**src/rtl/systolic_conv_sequencer.sv**
```systemverilog
// Streams an IMG_DIM x IMG_DIM feature map into a stacked systolic array as overlapping
// row bands, and tags each valid array result with its output-buffer address.
module systolic_conv_sequencer #(
    parameter int          WIDTH          = 8,
    parameter int          IMG_DIM        = 8,
    parameter int          LANES          = 5,
    parameter int          KERNEL         = 3,
    parameter int          PIPE_LAT       = 4,
    parameter int          MEM_ADDR_WIDTH = 4,
    parameter int          COL_ADDR_WIDTH = 3,
    parameter int          OUT_ADDR_WIDTH = 5,
    parameter logic [31:0] CTRL_RUN       = 32'h1
) (
    input  logic                        clk,
    input  logic                        rst,
    input  logic                        start,
    input  logic [MEM_ADDR_WIDTH-1:0]   filter_sel,
    input  logic                        hold,
    output logic                        busy,
    output logic                        done,
    output logic [COL_ADDR_WIDTH-1:0]   in_raddr,
    input  logic [IMG_DIM*WIDTH-1:0]    in_rdata,
    output logic                        sa_ce,
    output logic [31:0]                 sa_ctrl,
    output logic [MEM_ADDR_WIDTH-1:0]   sa_mem_addr,
    output logic [LANES*WIDTH-1:0]      sa_x_ins,
    input  logic [WIDTH-1:0]            sa_y_out,
    output logic                        out_valid,
    output logic [OUT_ADDR_WIDTH-1:0]   out_addr,
    output logic [WIDTH-1:0]            out_data
);

    localparam int NUM_BANDS = IMG_DIM - LANES + 1;
    localparam int OUT_COLS  = IMG_DIM - KERNEL + 1;
    localparam int FLUSH_W   = (PIPE_LAT > 1) ? $clog2(PIPE_LAT) : 1;

    typedef enum logic [2:0] {S_IDLE, S_PRIME, S_STREAM, S_FLUSH, S_DONE} state_t;

    state_t                      state_reg;
    logic                        busy_reg;
    logic                        done_reg;
    logic                        ce_reg;
    logic                        out_valid_reg;
    logic                        col_held_reg;
    logic [COL_ADDR_WIDTH-1:0]   in_raddr_reg;
    logic [COL_ADDR_WIDTH-1:0]   col_reg;
    logic [COL_ADDR_WIDTH-1:0]   band_reg;
    logic [FLUSH_W-1:0]          flush_reg;
    logic [31:0]                 ctrl_reg;
    logic [MEM_ADDR_WIDTH-1:0]   mem_addr_reg;
    logic [LANES*WIDTH-1:0]      x_ins_reg;
    logic [OUT_ADDR_WIDTH-1:0]   out_addr_reg;
    logic [WIDTH-1:0]            out_data_reg;
    logic [IMG_DIM*WIDTH-1:0]    col_hold_reg;
    logic                        tag_valid_reg [PIPE_LAT];
    logic [OUT_ADDR_WIDTH-1:0]   tag_addr_reg  [PIPE_LAT];

    logic                        active;
    logic                        last_col;
    logic                        last_band;
    logic                        flush_last;
    logic                        tag_in_valid;
    logic [OUT_ADDR_WIDTH-1:0]   tag_in_addr;
    logic [COL_ADDR_WIDTH-1:0]   raddr_next;
    logic [IMG_DIM*WIDTH-1:0]    col_data;
    logic [LANES*WIDTH-1:0]      x_ins_next;

    assign active       = busy_reg & ~hold;
    // While stalled the buffer keeps reading, so the fetched column is replayed from the capture register.
    assign col_data     = col_held_reg ? col_hold_reg : in_rdata;
    assign last_col     = (int'(col_reg) == IMG_DIM - 1);
    assign last_band    = (int'(band_reg) == NUM_BANDS - 1);
    assign flush_last   = (int'(flush_reg) == PIPE_LAT - 1);
    assign raddr_next   = (int'(in_raddr_reg) == IMG_DIM - 1) ? '0 : in_raddr_reg + 1'b1;
    assign tag_in_valid = (state_reg == S_STREAM) && (int'(col_reg) >= KERNEL - 1);
    assign tag_in_addr  = OUT_ADDR_WIDTH'(int'(band_reg) * OUT_COLS + int'(col_reg) - (KERNEL - 1));

    genvar gi;
    generate
        for (gi = 0; gi < LANES; gi++) begin : g_lane
            assign x_ins_next[gi*WIDTH +: WIDTH] = col_data[(int'(band_reg) + gi)*WIDTH +: WIDTH];
        end
    endgenerate

    always_ff @(posedge clk) begin
        if (rst) begin
            state_reg     <= S_IDLE;
            busy_reg      <= 1'b0;
            done_reg      <= 1'b0;
            ce_reg        <= 1'b0;
            out_valid_reg <= 1'b0;
            col_held_reg  <= 1'b0;
            in_raddr_reg  <= '0;
            col_reg       <= '0;
            band_reg      <= '0;
            flush_reg     <= '0;
            ctrl_reg      <= '0;
            mem_addr_reg  <= '0;
            x_ins_reg     <= '0;
            out_addr_reg  <= '0;
            out_data_reg  <= '0;
            col_hold_reg  <= '0;
            for (int i = 0; i < PIPE_LAT; i++) begin
                tag_valid_reg[i] <= 1'b0;
                tag_addr_reg[i]  <= '0;
            end
        end else begin
            done_reg <= 1'b0;

            if (busy_reg && hold) begin
                out_valid_reg <= 1'b0;
                if (!col_held_reg) begin
                    col_hold_reg <= in_rdata;
                    col_held_reg <= 1'b1;
                end
            end

            if (!active) begin
                out_valid_reg <= 1'b0;
            end else begin
                col_held_reg     <= 1'b0;
                tag_valid_reg[0] <= tag_in_valid;
                tag_addr_reg[0]  <= tag_in_addr;
                for (int i = 1; i < PIPE_LAT; i++) begin
                    tag_valid_reg[i] <= tag_valid_reg[i-1];
                    tag_addr_reg[i]  <= tag_addr_reg[i-1];
                end
                out_valid_reg <= tag_valid_reg[PIPE_LAT-1];
                if (tag_valid_reg[PIPE_LAT-1]) begin
                    out_addr_reg <= tag_addr_reg[PIPE_LAT-1];
                    out_data_reg <= sa_y_out;
                end
            end

            case (state_reg)
                S_IDLE: begin
                    busy_reg     <= 1'b0;
                    ce_reg       <= 1'b0;
                    ctrl_reg     <= '0;
                    in_raddr_reg <= '0;
                    col_held_reg <= 1'b0;
                    if (start && !busy_reg) begin
                        busy_reg     <= 1'b1;
                        ce_reg       <= 1'b1;
                        mem_addr_reg <= filter_sel;
                        col_reg      <= '0;
                        band_reg     <= '0;
                        flush_reg    <= '0;
                        state_reg    <= S_PRIME;
                    end
                end
                S_PRIME: begin
                    if (active) begin
                        in_raddr_reg <= raddr_next;
                        state_reg    <= S_STREAM;
                    end
                end
                S_STREAM: begin
                    if (active) begin
                        x_ins_reg    <= x_ins_next;
                        ctrl_reg     <= CTRL_RUN;
                        in_raddr_reg <= raddr_next;
                        if (last_col) begin
                            col_reg  <= '0;
                            band_reg <= band_reg + 1'b1;
                            if (last_band) begin
                                flush_reg <= '0;
                                state_reg <= S_FLUSH;
                            end
                        end else begin
                            col_reg <= col_reg + 1'b1;
                        end
                    end
                end
                S_FLUSH: begin
                    if (active) begin
                        x_ins_reg <= '0;
                        ctrl_reg  <= '0;
                        flush_reg <= flush_reg + 1'b1;
                        if (flush_last) begin
                            ce_reg    <= 1'b0;
                            state_reg <= S_DONE;
                        end
                    end
                end
                S_DONE: begin
                    if (active) begin
                        done_reg  <= 1'b1;
                        state_reg <= S_IDLE;
                    end
                end
                default: state_reg <= S_IDLE;
            endcase
        end
    end

    assign busy        = busy_reg;
    assign done        = done_reg;
    assign in_raddr    = in_raddr_reg;
    assign sa_ce       = ce_reg & ~hold;
    assign sa_ctrl     = ctrl_reg;
    assign sa_mem_addr = mem_addr_reg;
    assign sa_x_ins    = x_ins_reg;
    assign out_valid   = out_valid_reg;
    assign out_addr    = out_addr_reg;
    assign out_data    = out_data_reg;

endmodule

```
**config.mk**
```make
export PLATFORM = sky130hd
export DESIGN_NAME = systolic_conv_sequencer
export DESIGN_NICKNAME = d
export VERILOG_FILES = /design/src/rtl/systolic_conv_sequencer.sv
export SDC_FILE = /design/constraint.sdc
export NUM_CORES = 1
export LEC_CHECK = 0
export ABC_AREA = 0
export BUFFER_PORTS_ARGS = -buffer_cell sky130_fd_sc_hd__clkbuf_2
export CELL_PAD_IN_SITES_DETAIL_PLACEMENT = 2
export CELL_PAD_IN_SITES_GLOBAL_PLACEMENT = 2
export CORE_MARGIN = 4
export CORE_UTILIZATION = 36
export CTS_BUF_LIST = sky130_fd_sc_hd__clkbuf_4
export DETAILED_ROUTE_END_ITERATION = 8
export MAX_ROUTING_LAYER = met4
export PLACE_DENSITY = 0.85
export SLEW_MARGIN = 20
export SYNTH_ARGS = -nofsm -noshare
export SYNTH_HDL_FRONTEND = slang
export SYNTH_SLANG_ARGS = --single-unit
```
**constraint.sdc**
```tcl
create_clock -name clk -period 2.9 [get_ports clk]
set_input_delay 0.435 -clock clk [delete_from_list [all_inputs] [get_ports clk]]
set_output_delay 0.435 -clock clk [all_outputs]
set_load 0.05 [all_outputs]
```
# == Word-level counts from Yosys, hierarchy flattened ==
# Memories as Yosys holds them, arrays and structs flattened. A register that Yosys moved wholly into a read port is not among the register bits.
# Cells that the tools add are included.
# op_classes
add_sub_neg,10
mul,1
n_lt_le_gt_ge,1
n_eq_ne,17
n_shift,5
muxes,49
bitwise,13
n_reduce_logical,24
# ops
cell,count
64-bit by 8-bit indexed part select with 8-bit output,4
32-bit case mux with 3 select lines,1
40-bit 2-to-1 mux,2
40-bit case mux with 2 select lines,1
32-bit 2-to-1 mux,2
64-bit 2-to-1 mux,1
64-bit by 7-bit indexed part select with 8-bit output,1
3-bit 2-to-1 mux,15
5-bit 2-to-1 mux,4
3-bit case mux with 2 select lines,3
"2-bit != test, second input constant",8
3-bit case mux with 5 select lines,1
1-bit 2-to-1 mux,12
3-bit AND reduction,4
2-bit 2-to-1 mux,5
"3-bit by 1-bit adder with 3-bit output, second input constant",3
"3-bit by 1-bit equality test with 1-bit output, second input constant",3
"3-bit by 2-bit adder with 4-bit output, second input constant",2
1-bit OR,8
8-bit AND reduction,1
2-bit nonzero test,4
"3-bit by 2-bit equality test with 1-bit output, second input constant",2
"3-bit equality test, second input constant",2
2-bit case mux with 3 select lines,1
21 further kinds,30
# word_totals
regBits,167
mem_bits_rw,24
in_bits,80
elab_cells,137
n_memories,2
# mem_list
memory,depth,width,read_ports,rd_clocked_by_memory_dff,write_ports,line_no,source
tag_addr_reg,4,5,4,1,4,56,logic [OUT_ADDR_WIDTH-1:0] tag_addr_reg [PIPE_LAT];
tag_valid_reg,4,1,4,0,4,55,logic tag_valid_reg [PIPE_LAT];

# == Longest topological paths before layout ==
# depth
depth_word,6
ltp_mapped,12

# == Least setup slack after synthesis ==
# OpenSTA, ideal clock, no wires.
# synth_path
path_kind,register -> register
from,register band_reg[0]
to,"memory tag_addr_reg[0][4], data pin"
arrival_time_ns,2.113
required_ns,2.630
slack_ns,0.517
stages_incl_launch_ff,13
period_less_slack_ns,2.383
cell_sequence,dfxtp_1 buf_2 buf_6 buf_4 inv_1 ha_1 inv_1 ha_1 fa_1 xnor2_1 xnor2_1 xnor2_1 nor3_1
# synth_lines
item,line_no,source
from (decl),47,logic [COL_ADDR_WIDTH-1:0] band_reg;
from (signal assigned),165,band_reg <= band_reg + 1'b1;
to (decl),56,

==> results.yml <==
routing:
  drtIter0Drc: 615
  wire_per_inst_um: 22.0
  vias: 7690
  dr.pass1.iters: 5
  drc: 0
  top_layer_used: "met4"
  wl_met1_um: 13100
  met3_length_um: 1620
  wl_met2_um: 15000
  totalWireLength_um: 30200
  via_per_inst: 5.62
  ant_nets: 0
power_and_ir_drop:
  p_switching_uw: 2520
  p_comb_share_pct: 36.0
  p_per_area_nw_per_um2: 623
  swShare_pct: 39.4
  power.internal_uw: 3860
  seqPwrFrac_pct: 42.0
  max-vdd-ir-drop_uv: 394
  clkPwrFrac_pct: 22.1
  power_uw: 6380
  p_leak_uw: 0.00383
timing:
  slew_violations: 0
  rsz0062_at_grt: "false"
  tightest_slew_ns: 0.932
  fmax_ghz: 0.384
  slew_headroom_pct: 37.9
  setup_slack_ns: 0.296
  worst_clock_skew_ns: 0.0211
  setup_tns_ns: 0
  min_period_ns: 2.60
  setup_viol_count_final: 0
  hold_violations: 0
  period_share_pct: 89.8
placed_design:
  dpl_cell_area_um2: 9830
  gp_congestion: 0.868
  dpl.hpwl_um: 21900
  place_ws_ns: 0.282
  port_buffers: 144
floorplanning:
  pin_count: 176
  core.rowCount: 57
  die_y_um: 166
  initial_core_util_pct: 36.7
  chipWidth_um: 166
  die_area_um2: 27500
  core_um2: 24400
clock_network:
  cts_tree: "done"
  cts_setup_buffers: 0
  cts_buffers: 17
  insertion_delay_ns: 0.61
  clock_sinks: 165
  cts_root_buf: "clkbuf_4"
  cts_buffer_depth: 2
  cts.clk_slew.worst_paths_ns: 0.16
  ctsResizeCount: 0
  htree_num_levels: 4
grt:
  grt_usage_pct: 22.3
  grt_pass1_wl_um: 48100
  overflow: 0
  antenna_found_initial: 1
  grt_pass1_vias: 8362
  grt_max_degree: 76
synth:
  syn_avg_cell_area_um2: 9.82
  synth_cell_types: 58
  synth_seq_cells: 165
  synth_cells: 912
  synth_ff_type: "dfxtp_1"
  async_reset_ff_share_pct: 0
  netlist_area_um2: 8950
  yosysWarnings: 0
  synth-edff-count: 24
  yosysSeqAreaShare_pct: 39.6
setup_path:
  r2r_slack_ns: 0.30
  worstPathMaxFanout: 4
  critPathArrivalTime_ns: 2.96
  worstPathRequired_ns: 3.25
  critPathCaptureType: "flip-flop"
  worstSetupStartpointType: "flip-flop"
  path_class: "reg -> reg"
cells_and_area:
  stdcell_area_um2: 10200
  final_common_cell: "nand2_1"
  nets: 1123
  largest_reg_flops: 64
  syn_to_final_growth_pct: 14.4
  n_fill_cell: 2698
  drive_above_1_share_pct: 28.4
  layout_common_cells: "nand2_1, clkbuf_2, dfxtp_1, a21oi_1, mux4_2"
  fin_util_pct: 42.0
  regArea_um2: 3550
  multi_input_area_um2: 4870
flow_run:
  drv_cap: 0
run_status:
  status: "finished clean"
min_path:
  holdCritPathClass: "in -> reg"
-- power by group through the flow --
stage | sequential, uW | clock, uW | combinational, uW
after floorplan | 2770 | 0 | 1670
after global placement | 2710 | 0 | 2170
after detailed placement | 2730 | 0 | 2290
after CTS | 2680 | 1450 | 2310
after global routing | 2700 | 1550 | 2480
final | 2680 | 1410 | 2290
-- what timing repair did --
item | in CTS | in global routing
hold endpoints to repair | 9 | 2
hold buffers | 9 | 2
setup endpoints to repair | 0 | 0
-- kinds of logic (layout without fill, tap and decap cells) --
logic type                 after synthesis  count (layout)  synth area share (%)
xor gates and xnor gates                 7               7                 0.685
buffers and inverters                  127             229                  7.55
other                                    1              32                0.0419
adders and majority gates               12              12                  1.76
muxes                                  105             105                  21.6
and+or+nand+nor                        301             301                  14.9
AOI/OAI and AO/OA                      194             194                  13.9
DFF                                    165             165                  39.6
-- critical path: stages, from the launching register on --
cell and delay [ns]:
dfxtp_4 0.40, ha_1 0.30, inv_1 0.06, ha_1 0.29, inv_1 0.05, ha_1 0.24
fa_1 0.43, xnor2_1 0.22, xnor2_1 0.17, xnor2_1 0.15, nor3_1 0.06
-- per-stage QoR --
| stage | cells | hold WS, ns |
|---|---|---|
| floorplan | 942 | 0.433 |
| global placement | 1325 | 0.440 |
| detailed placement | 1325 | 0.450 |
| CTS | 1366 | 0.000828 |
| global route | 1369 | 0.0188 |
| finish | 1369 | 0.0638 |
-- worst paths after layout --
check | endpoint | from | cells after the start
setup reg to reg | tag_addr_reg[0][4] | band_reg[0] | 10
setup / recovery | tag_addr_reg[0][4] | band_reg[0] | 10
hold reg to reg | out_addr[1] | out_addr[1] | 2
hold / removal | out_data[1] | sa_y_out[1] | 3
-- cell type report --
| class | count | area share, % |
|---|---|---|
| clock buffers | 17 | 1.25 |
| repair buffers | 178 | 10.2 |
| flip-flops and latches | 165 | 34.7 |
| well taps | 324 | 3.96 |
| inverters | 19 | 0.697 |
| diodes | 1 | 0.0244 |
| clock inverters | 15 | 1.60 |
| multi-input cells | 650 | 47.6 |
-- synthesized netlist by cell type, drive strengths merged (2+ instances only) --
| library cell | count | share of area [%] |
|---|---|---|
| xnor2 | 6 | 0.59 |
| nor2 | 50 | 2.1 |
| nor3b | 2 | 0.29 |
| a32oi | 2 | 0.20 |
| mux2i | 22 | 2.5 |
| a211oi | 11 | 0.92 |
| and2 | 25 | 1.8 |
| a222oi | 12 | 1.3 |
| a21oi | 100 | 5.6 |
| a22oi | 18 | 1.5 |
| mux2 | 14 | 1.8 |
| nor3 | 10 | 0.56 |
| ha | 11 | 1.5 |
| nand3b | 4 | 0.34 |
| o21ai | 11 | 0.61 |
| inv | 19 | 0.80 |
| nor2b | 3 | 0.21 |
| clkbuf | 51 | 2.6 |
| nand2b | 5 | 0.35 |
| a221oi | 3 | 0.29 |
| dfxtp | 141 | 32 |
| a221o | 11 | 1.2 |
| edfxtp | 24 | 8.1 |
| or3 | 3 | 0.27 |
| nand3 | 6 | 0.34 |
| buf | 57 | 4.2 |
| nand2 | 182 | 7.6 |
| a22o | 10 | 0.98 |
| nor4 | 4 | 0.35 |
| o22ai | 9 | 0.63 |
| mux4 | 69 | 17 |
-- layer usage --
layer | vias up | track usage (%)
li1 | 3492 | -
met1 | 3912 | 28.9
met2 | 251 | 36.8
met3 | 35 | 3.50
met4 | 0 | 5.74
met5 | - | -
(Power assumes the default switching activity.)
